===== src/rtl/micro_hash_miner.sv =====
// micro_hash_miner
// ----------------
// Nonce-search engine around the 24-bit toy hash. A 12-byte header plus a
// 32-bit nonce form a 16-byte message block; each try runs ROUNDS rounds of
// the two-phase round function, adds the chaining words and compares H0/H1
// against the target. The search stops at the first passing nonce or when
// the requested number of tries is used up.
//
// Handshake: start is accepted only while busy is low (IDLE). busy rises the
// cycle after start is accepted and stays high through the single-cycle done
// pulse; a new start is accepted in the cycle right after done. found,
// nonce_out and hash_out are valid from the done cycle and held until the
// next search completes. abort drops back to IDLE without a done pulse.
//
// Optional feature macro: MICRO_HASH_STATS_EN adds the hash_count output, a
// saturating count of completed hash evaluations (FINAL cycles).
//
// Ports:
//   clk          rising-edge clock
//   reset        synchronous active-high reset
//   start        request a search (IDLE only)
//   abort        cancel a search in LOAD/ROUND/FINAL
//   header       header bytes 0..11, byte i at [8i+7:8i]
//   nonce_start  first nonce to try
//   tries        number of nonces to try (0 = immediate done)
//   target       pass threshold for H0 and H1 (strict less-than)
//   busy         high in every state except IDLE
//   done         one-cycle end-of-search pulse
//   found        a passing nonce was found
//   nonce_out    passing nonce or last nonce tried
//   hash_out     {H0,H1,H2} for nonce_out
//   hash_count   (MICRO_HASH_STATS_EN only) saturating FINAL-cycle count
//   dbg_state    current FSM state encoding

module micro_hash_miner #(
  parameter int ROUNDS  = 32,
  parameter int K_SPLIT = 17,
  parameter int TRY_W   = 16
) (
  input  logic             clk,
  input  logic             reset,
  input  logic             start,
  input  logic             abort,
  input  logic [95:0]      header,
  input  logic [31:0]      nonce_start,
  input  logic [TRY_W-1:0] tries,
  input  logic [7:0]       target,
  output logic             busy,
  output logic             done,
  output logic             found,
  output logic [31:0]      nonce_out,
  output logic [23:0]      hash_out,
`ifdef MICRO_HASH_STATS_EN
  output logic [31:0]      hash_count,
`endif
  output logic [2:0]       dbg_state
);

  typedef enum logic [2:0] {
    S_IDLE  = 3'd0,
    S_LOAD  = 3'd1,
    S_ROUND = 3'd2,
    S_FINAL = 3'd3,
    S_DONE  = 3'd4
  } state_e;

  localparam logic [7:0] IV0 = 8'h01;
  localparam logic [7:0] IV1 = 8'h89;
  localparam logic [7:0] IV2 = 8'hFE;
  localparam logic [7:0] K_LO = 8'h99;
  localparam logic [7:0] K_HI = 8'hA1;
  localparam logic [6:0] LAST_ROUND = 7'(ROUNDS - 1);
  localparam logic [6:0] SPLIT      = 7'(K_SPLIT);

  state_e state_q, state_d;

  // Captured search request
  logic [95:0]      hdr_q;
  logic [31:0]      nonce_q;
  logic [TRY_W-1:0] tries_left_q;
  logic [7:0]       target_q;

  // Hash datapath
  logic [7:0] a_q, b_q, c_q;
  logic [6:0] t_q;
  // Sliding schedule window: win_q[j] holds W[t+j] during round t
  logic [7:0] win_q [16];

  // Result registers
  logic        found_q;
  logic [31:0] nonce_out_q;
  logic [23:0] hash_out_q;

  // Combinational round / final values
  logic [7:0] x_c, k_c;
  logic [7:0] h0_c, h1_c, h2_c;
  logic       pass_c, last_round_c, last_try_c;

  always_comb begin
    if (t_q < SPLIT) begin
      k_c = K_LO;
      x_c = a_q ^ b_q;
    end else begin
      k_c = K_HI;
      x_c = a_q | b_q;
    end
  end

  assign h0_c         = IV0 + a_q;
  assign h1_c         = IV1 + b_q;
  assign h2_c         = IV2 + c_q;
  // target=0 can never pass since nothing is below zero
  assign pass_c       = (h0_c < target_q) && (h1_c < target_q);
  assign last_round_c = (t_q == LAST_ROUND);
  assign last_try_c   = (tries_left_q == TRY_W'(1));

  // ---------------------------------------------------------------------
  // FSM: state register
  // ---------------------------------------------------------------------
  always_ff @(posedge clk) begin
    if (reset) state_q <= S_IDLE;
    else       state_q <= state_d;
  end

  // ---------------------------------------------------------------------
  // FSM: next state
  // ---------------------------------------------------------------------
  always_comb begin
    state_d = state_q;
    unique case (state_q)
      S_IDLE: begin
        // start has priority over abort in IDLE; abort alone does nothing
        if (start) state_d = (tries == '0) ? S_DONE : S_LOAD;
      end
      S_LOAD: begin
        state_d = abort ? S_IDLE : S_ROUND;
      end
      S_ROUND: begin
        if (abort)             state_d = S_IDLE;
        else if (last_round_c) state_d = S_FINAL;
      end
      S_FINAL: begin
        if (abort)                    state_d = S_IDLE;
        else if (pass_c || last_try_c) state_d = S_DONE;
        else                          state_d = S_LOAD;
      end
      S_DONE: begin
        state_d = S_IDLE;
      end
      default: state_d = S_IDLE;
    endcase
  end

  // ---------------------------------------------------------------------
  // FSM: outputs
  // ---------------------------------------------------------------------
  always_comb begin
    busy      = (state_q != S_IDLE);
    done      = (state_q == S_DONE);
    dbg_state = state_q;
  end

  assign found     = found_q;
  assign nonce_out = nonce_out_q;
  assign hash_out  = hash_out_q;

  // ---------------------------------------------------------------------
  // Datapath
  // ---------------------------------------------------------------------
  always_ff @(posedge clk) begin
    if (reset) begin
      hdr_q        <= '0;
      nonce_q      <= '0;
      tries_left_q <= '0;
      target_q     <= '0;
      a_q          <= '0;
      b_q          <= '0;
      c_q          <= '0;
      t_q          <= '0;
      for (int i = 0; i < 16; i++) win_q[i] <= '0;
      found_q      <= 1'b0;
      nonce_out_q  <= '0;
      hash_out_q   <= '0;
    end else begin
      unique case (state_q)
        S_IDLE: begin
          if (start) begin
            hdr_q        <= header;
            nonce_q      <= nonce_start;
            tries_left_q <= tries;
            target_q     <= target;
            if (tries == '0) begin
              found_q     <= 1'b0;
              nonce_out_q <= nonce_start;
              hash_out_q  <= '0;
            end
          end
        end
        S_LOAD: begin
          for (int i = 0; i < 12; i++) win_q[i] <= hdr_q[8*i +: 8];
          for (int i = 0; i < 4; i++)  win_q[12+i] <= nonce_q[8*i +: 8];
          a_q <= IV0;
          b_q <= IV1;
          c_q <= IV2;
          t_q <= '0;
        end
        S_ROUND: begin
          a_q <= b_q ^ c_q;
          b_q <= {c_q[3:0], 4'h0};
          c_q <= x_c + k_c + win_q[0];
          t_q <= t_q + 7'd1;
          // Shift the window and append W[t+16] = W[t+13] | (W[t+7] ^ W[t+2])
          for (int i = 0; i < 15; i++) win_q[i] <= win_q[i+1];
          win_q[15] <= win_q[13] | (win_q[7] ^ win_q[2]);
        end
        S_FINAL: begin
          if (!abort) begin
            if (pass_c || last_try_c) begin
              found_q     <= pass_c;
              nonce_out_q <= nonce_q;
              hash_out_q  <= {h0_c, h1_c, h2_c};
            end else begin
              nonce_q      <= nonce_q + 32'd1;
              tries_left_q <= tries_left_q - TRY_W'(1);
            end
          end
        end
        default: ;
      endcase
    end
  end

`ifdef MICRO_HASH_STATS_EN
  logic [31:0] hash_count_q;

  always_ff @(posedge clk) begin
    if (reset) begin
      hash_count_q <= '0;
    end else if (state_q == S_FINAL && hash_count_q != 32'hFFFF_FFFF) begin
      hash_count_q <= hash_count_q + 32'd1;
    end
  end

  assign hash_count = hash_count_q;
`endif

endmodule


===== config.mk =====
export PLATFORM = sky130hd
export DESIGN_NAME = micro_hash_miner
export DESIGN_NICKNAME = d
export VERILOG_FILES = /design/src/rtl/micro_hash_miner.sv
export SDC_FILE = /design/constraint.sdc
export NUM_CORES = 1
export LEC_CHECK = 0
export CAP_MARGIN = 20
export CORE_AREA = 2 2 171 173
export CTS_CLUSTER_DIAMETER = 100
export DETAILED_ROUTE_END_ITERATION = 7
export DIE_AREA = 0 0 173 175
export GPL_ROUTABILITY_DRIVEN = 1
export HOLD_SLACK_MARGIN = 0.05
export PLACE_DENSITY = 0.94
export SLEW_MARGIN = 30
export SYNTH_ARGS = -nofsm -noshare
export SYNTH_HDL_FRONTEND = slang
export SYNTH_SLANG_ARGS = --single-unit
export TNS_END_PERCENT = 30

===== constraint.sdc =====
create_clock -name clk -period 6.3 [get_ports clk]
set_clock_uncertainty 0.15 [all_clocks]
set_input_delay 0.63 -clock clk [delete_from_list [all_inputs] [get_ports clk]]
set_output_delay 0.63 -clock clk [all_outputs]
set_load 0.01 [all_outputs]

# [After elaboration in Yosys (flattened, before gate mapping)]
# Memory sizes are Yosys's and may differ from the RTL's.
# Index checks and enable logic that the tools add are counted.
# W data, S select, Z words.
[classes] add_sub_neg=8 order_cmp=3 n_eq_ne=12 n_mux=77 bitwise=37 n_reduce_logical=11
[ops] operator="$mux W8" count=33
[ops] operator="$mux W32" count=7
[ops] operator="$pmux W32 S2" count=2
[ops] operator="$mux W24" count=4
[ops] operator="$mux W16" count=3
[ops] operator="$pmux W24 S2" count=1
[ops] operator="$pmux W8 S2" count=3
[ops] operator="$add A32 B1 Y32 const B" count=1
[ops] operator="$or A1 B1 Y1" count=32
[ops] operator="$pmux W16 S2" count=1
[ops] operator="$xor A8 B8 Y8" count=3
[ops] operator="$mux W3" count=6
[ops] operator="$add A8 B8 Y8" count=2
[ops] operator="$add A8 B8 Y8 const A" count=2
[ops] operator="$eq A16 B1 Y1 const B" count=1
[ops] operator="$logic_not A16 Y1" count=1
[ops] operator="$lt A8 B8 Y1" count=2
[ops] operator="$or A8 B8 Y8" count=2
[ops] operator="$sub A16 B1 Y16 const B" count=1
[ops] operator="$pmux W7 S2" count=1
[ops] operator="$mux W1" count=12
[ops] operator="$pmux W3 S4" count=1
[ops] operator="$ne A2 B2 Y1 const B" count=5
[ops] operator="$add A1 B8 Y8 const A" count=1
[ops] operator="other kinds (18)" count=21
[word_totals] register_bits=243 mem_bits_rw=128 input_bits=156 out_inout_bits=62 word_cells=161 memories=1
[mem_list] memory="win_q" depth=16 width=8 rd=16 rd_clocked_by_memory_dff=0 write_ports=16 line="87" source="logic [7:0] win_q [16];"

# [Logic depth before layout (Yosys ltp)]
[depth] ltp_word=7 ltp_mapped=16 ltp_nobuf=15

# [Worst setup path after synthesis]
# Ideal clock, no wire load.
[synth_path] kind="flip-flop to flip-flop" start="register a_q[1]" end="register nonce_q[10]" setup_time_ps=117 arrival_time_ps=3179 required_ps=6033 path_slack_ps=2854 stages_incl_launch_ff=14 path_buffers=2 synth_period_minus_slack_ps=3446 cell_sequence="dfxtp_1 -> clkbuf_1 -> inv_1 -> or4_1 -> nor3_1 -> xnor2_1 -> ha_1 -> a211oi_1 -> o21ai_0 -> a221oi_1 -> a21o_2 -> nand2_2 -> buf_2 -> a32o_1"
[synth_between] elab_chain_len=6
[synth_lines] element="from (decl)" line="84" source="logic [7:0] a_q, b_q, c_q;"
[synth_lines] element="from (signal assigned)" line="208" source="a_q <= b_q ^ c_q;"
[synth_lines] element="$add A1 B8 Y8" line="109" source="assign h0_c = IV0 + a_q;"
[synth_lines] element="$lt A8 B8 Y1" line="113" source="assign pass_c = (h0_c < target_q) && (h1_c < target_q);"
[synth_lines] element="$logic_and A1 B1 Y1" line="113"
[synth_lines] element="$logic_or A1 B1 Y1" line="218" source="if (pass_c || last_try_c) begin"
[synth_lines] element="$ne A2 B2 Y1 (no source line)"
[synth_lines] element="$reduce_and A4 Y1 (no source line)"
[synth_lines] element="to (signal assigned)" line="189" source="nonce_q <= nonce_start;"
[synth_lines] element="to (signal assigned)" line="223" source="nonce_q <= nonce_q + 32'd1;"
[synth_lines] element="to (decl)" line="79" source="logic [31:0] nonce_q;"
# Every way passes these cells.
# A chain may end at the register's enable or synchronous reset.

# [Worst setup path in the final report]
[layout_path] start="register a_q[1]" end="register nonce_out_q[23], in the netlist nonce_out[23]"
[layout_between] elab_chain_len=6
[layout_lines] element="$add A1 B8 Y8" line="109"
[layout_lines] element="$lt A8 B8 Y1" line="113"
[layout_lines] element="$logic_and A1 B1 Y1" line="113"
[layout_lines] element="$logic_or A1 B1 Y1" line="218"
[layout_lines] element="$ne A2 B2 Y1 (no source line)"
[layout_lines] element="$reduce_and A5 Y1 (no source line)"
[layout_lines] element="to (signal assigned)" line="194" source="nonce_out_q <= nonce_start;"
[layout_lines] element="to (signal assigned)" line="220" source="nonce_out_q <= nonce_q;"
[layout_lines] element="to (decl)" line="91" source="logic [31:0] nonce_out_q;"
# Every way passes these cells.

==> results.json <==
{
  "ctsHoldBuffers": 0,
  "vias": 15100,
  "die_area_mm2": 0.0303,
  "p_leak_nw": 7.28,
  "dr.pass1.iters": 6,
  "wl_per_cell_um": 20.9,
  "grt_max_degree": 110,
  "ys_seq_elements": 364,
  "synth_top_area_frac": 0.285,
  "p_seq_frac": 0.434,
  "path_max_fanout": 36,
  "cts_sinks": 364,
  "grt_pass1_wl_um": 76600,
  "r2r.worst_path.cells": 12,
  "hold_end": "hdr_q[44]",
  "synth_edf_count": 128,
  "slew_violations": 0,
  "viasPerCell": 6.50,
  "synth.area.top_cells": "dfxtp_1, edfxtp_1, nand2_1",
  "required_ns": 6.51,
  "synth-simple-area-share": 0.158,
  "grt_setup_unrepaired": "false",
  "drt_wl_total_um": 48400,
  "max-vdd-ir-drop_v": 0.000224,
  "overflow": 0,
  "setup_viol": 0,
  "worst-path-buf-inv": 2,
  "synthXorXnorAreaFrac": 0.0185,
  "fmax_ghz": 0.228,
  "synth_mux_area_frac": 0.00249,
  "sw_frac_of_total": 0.343,
  "clock_latency_ns": 0.53,
  "worst_pin_slew_ns": 0.955,
  "internal_power_mw": 5.31,
  "fin_tns_setup_ns": 0,
  "antenna_cells": 0,
  "cts_setup_buffers": 0,
  "gp_congestion": 0.930,
  "r2r-end": "nonce_out[23]",
  "synth_area_per_cell_um2": 9.29,
  "worstSetupPathType": "reg2reg",
  "finalCriticalPeriod_ns": 4.39,
  "fin_crit_sh": 0.697,
  "cts_buffers": 39,
  "post_dp_cell_area_mm2": 0.0187,
  "drt_iter0_drc": 1830,
  "synth_top_cell_by_area": "dfxtp_1",
  "drive_above_1_share": 0.0542,
  "yosys.area_share.adder": 0.0311,
  "min_from": "hdr_q[44]",
  "p_comb_frac": 0.277,
  "cts_root_buf": "clkbuf_16",
  "hold_viol": 0,
  "relSlewSlack": 0.361,
  "synth_top_flop_cell": "dfxtp_1",
  "io_buffer_count": 216,
  "min_path_cells": 2,
  "max_stage_delay_ns": 0.75,
  "pwr-share-clk": 0.289,
  "synth_top_family_by_area": "compound AO/OA/AOI/OAI gates",
  "cts_tree": "done",
  "clock_path_buffers": 3,
  "yosysMostFrequentCell": "nand2_1",
  "coreArea_mm2": 0.0284,
  "crit_path_top_delay_cell": "o21ai_4",
  "dp.final_hpwl_um": 31300,
  "ys_warn_count": 0,
  "ys_types": 78,
  "ys_top_cells_by_count": "nand2_1, dfxtp_1, a21oi_1, edfxtp_1, clkbuf_1",
  "rows": 62,
  "cts.clk_slew.worst_paths_ns": 0.07,
  "nNetsFinal": 2102,
  "status": "finished, final reports clean",
  "antenna_left": 0,
  "drc_errors": 0,
  "grt_pass1_vias": 14500,
  "cts_resized": 0,
  "critPathArrivalTime_ns": 4.60,
  "crit_path_end_kind": "flop",
  "htreeDepth": 2,
  "grt_usage": 0.311,
  "ys_seq_area_frac": 0.517,
  "async_reset_ff_frac": 0,
  "cap_violations": 0,
  "die_h_um": 175,
  "start_util": 0.584,
  "antenna_found_initial": 0,
  "p_sw_mw": 2.77,
  "synth_cells": 1784,
  "finish.instance_area_mm2": 0.0200,
  "p_per_area_mw_per_mm2": 403,
  "synth-compound-area-share": 0.225,
  "start_kind": "flop",
  "r2r_slack_ns": 1.91,
  "rr_startpoint": "a_q[1]",
  "die_w_um": 173,
  "syn-num-nets": 1980,
  "path_cells": "inv_1 > or4_1 > nor3_1 > xnor2_1 > ha_1 > a211oi_1 > o21ai_0 > a221o_1 > o21ai_4 > and2_0 > buf_4 > a311oi_1",
  "crit_family": "compound AO/OA/AOI/OAI gates",
  "ioPinCount": 218,
  "hold_path_class": "reg2reg",
  "area_growth_pct": 21.0,
  "syn_area_mm2": 0.0166
}
==> metrics by stage <==
step	instances	setup WS [ns]	utilization	power (mW)	hold WS, ns
6_report	2320	1.91	0.706	8.08	0.305
5_1_grt	2320	1.70	0.706	8.43	0.318
4_1_cts	2320	1.98	0.706	8.03	0.305
3_5_place_dp	2249	2.00	0.660	5.70	0.297
3_3_place_gp	2249	2.12	0.659	5.59	0.292
2_1_floorplan	1784	2.85	-	4.86	0.286
==> routing by layer <==
metal	global-route usage	part of all wire	wire [um]
met1	0.398	0.38	18400
met2	0.529	0.49	23500
met3	0.0481	0.094	4530
met4	0.129	0.041	1980
met5	0	0	0
==> kinds of logic (layout without fill, tap and decap cells) <==
kind of cell | count (synthesis) | in the layout
muxes | 4 | 4
buffers and inverters | 190 | 342
xor gates and xnor gates | 35 | 35
DFF | 364 | 364
AOI/OAI and AO/OA | 553 | 553
other | 1 | 1
and+or+nand+nor | 597 | 597
adders and majority gates | 40 | 40
==> placed cells by master, fill, tap and decap left out, types with 9 or more instances in the layout <==
master           synthesis  layout
a21oi_1                233     233
nor3_1                  18      18
a22o_1                 103     103
nand3_1                 25      25
xor2_1                  20      20
inv_1                   39      36
nand4_1                 17      17
buf_4                    3      15
nand2_1                412     410
xnor2_1                 15      15
a32o_1                  17      17
dfxtp_1                236     236
ha_1                    38      38
o31ai_1                 13      13
a311oi_1                35      35
a211oi_1                 9       9
clkdlybuf4s50_1          0     215
edfxtp_1               128     128
or4_1                    9       9
nor2_1                  56      53
o21ai_0                 41      41
o22ai_1                 17      17
clkbuf_16                0      43
==> power by group through the flow <==
stage,logic [mW],clock network (mW),registers [mW]
after floorplan,1.49,0,3.37
after global placement,2.10,0,3.49
after detailed placement,2.19,0,3.51
after CTS,2.21,2.34,3.48
after global routing,2.45,2.44,3.54
final,2.24,2.34,3.50
==> worst reg2reg max path: cells and delay by family, from the launching register on <==
family          cells  cell delay [ns]
xor+xnor            1             0.18
compound gates      5             1.64
flops               1             0.50
buf+inv             2             0.45
fa+ha+maj           1             0.29
simple gates        3             1.02
==> flip-flops by register name (all words and copies together), names as in the netlist, 8 cells and up <==
signal	flops
win_q	128
hdr_q	96
nonce_out	32
nonce_q	32
hash_out	22
tries_left_q	16
a_q	8
c_q	8
target_q	8
==> area by class of cell <==
class	instances	area, um^2
Sequential cell	364	8570
Multi-Input combinational cell	1230	7250
Tap cell	384	480
Inverter	40	155
Timing Repair Buffer	231	2280
Clock buffer	53	1140
Clock inverter	18	178
Fill cell	1963	8340
==> worst max path at each step <==
stage,from,cells after the start,end
final,a_q[1],12,nonce_out[23]
after global routing,a_q[1],12,nonce_out[14]
after CTS,a_q[1],12,nonce_out[7]
after detailed placement,a_q[1],12,nonce_out[7]
after global placement,a_q[1],12,nonce_out[29]
after floorplan,a_q[1],13,nonce_q[10]
Note: power is estimated with default switching activity, not from simulation.
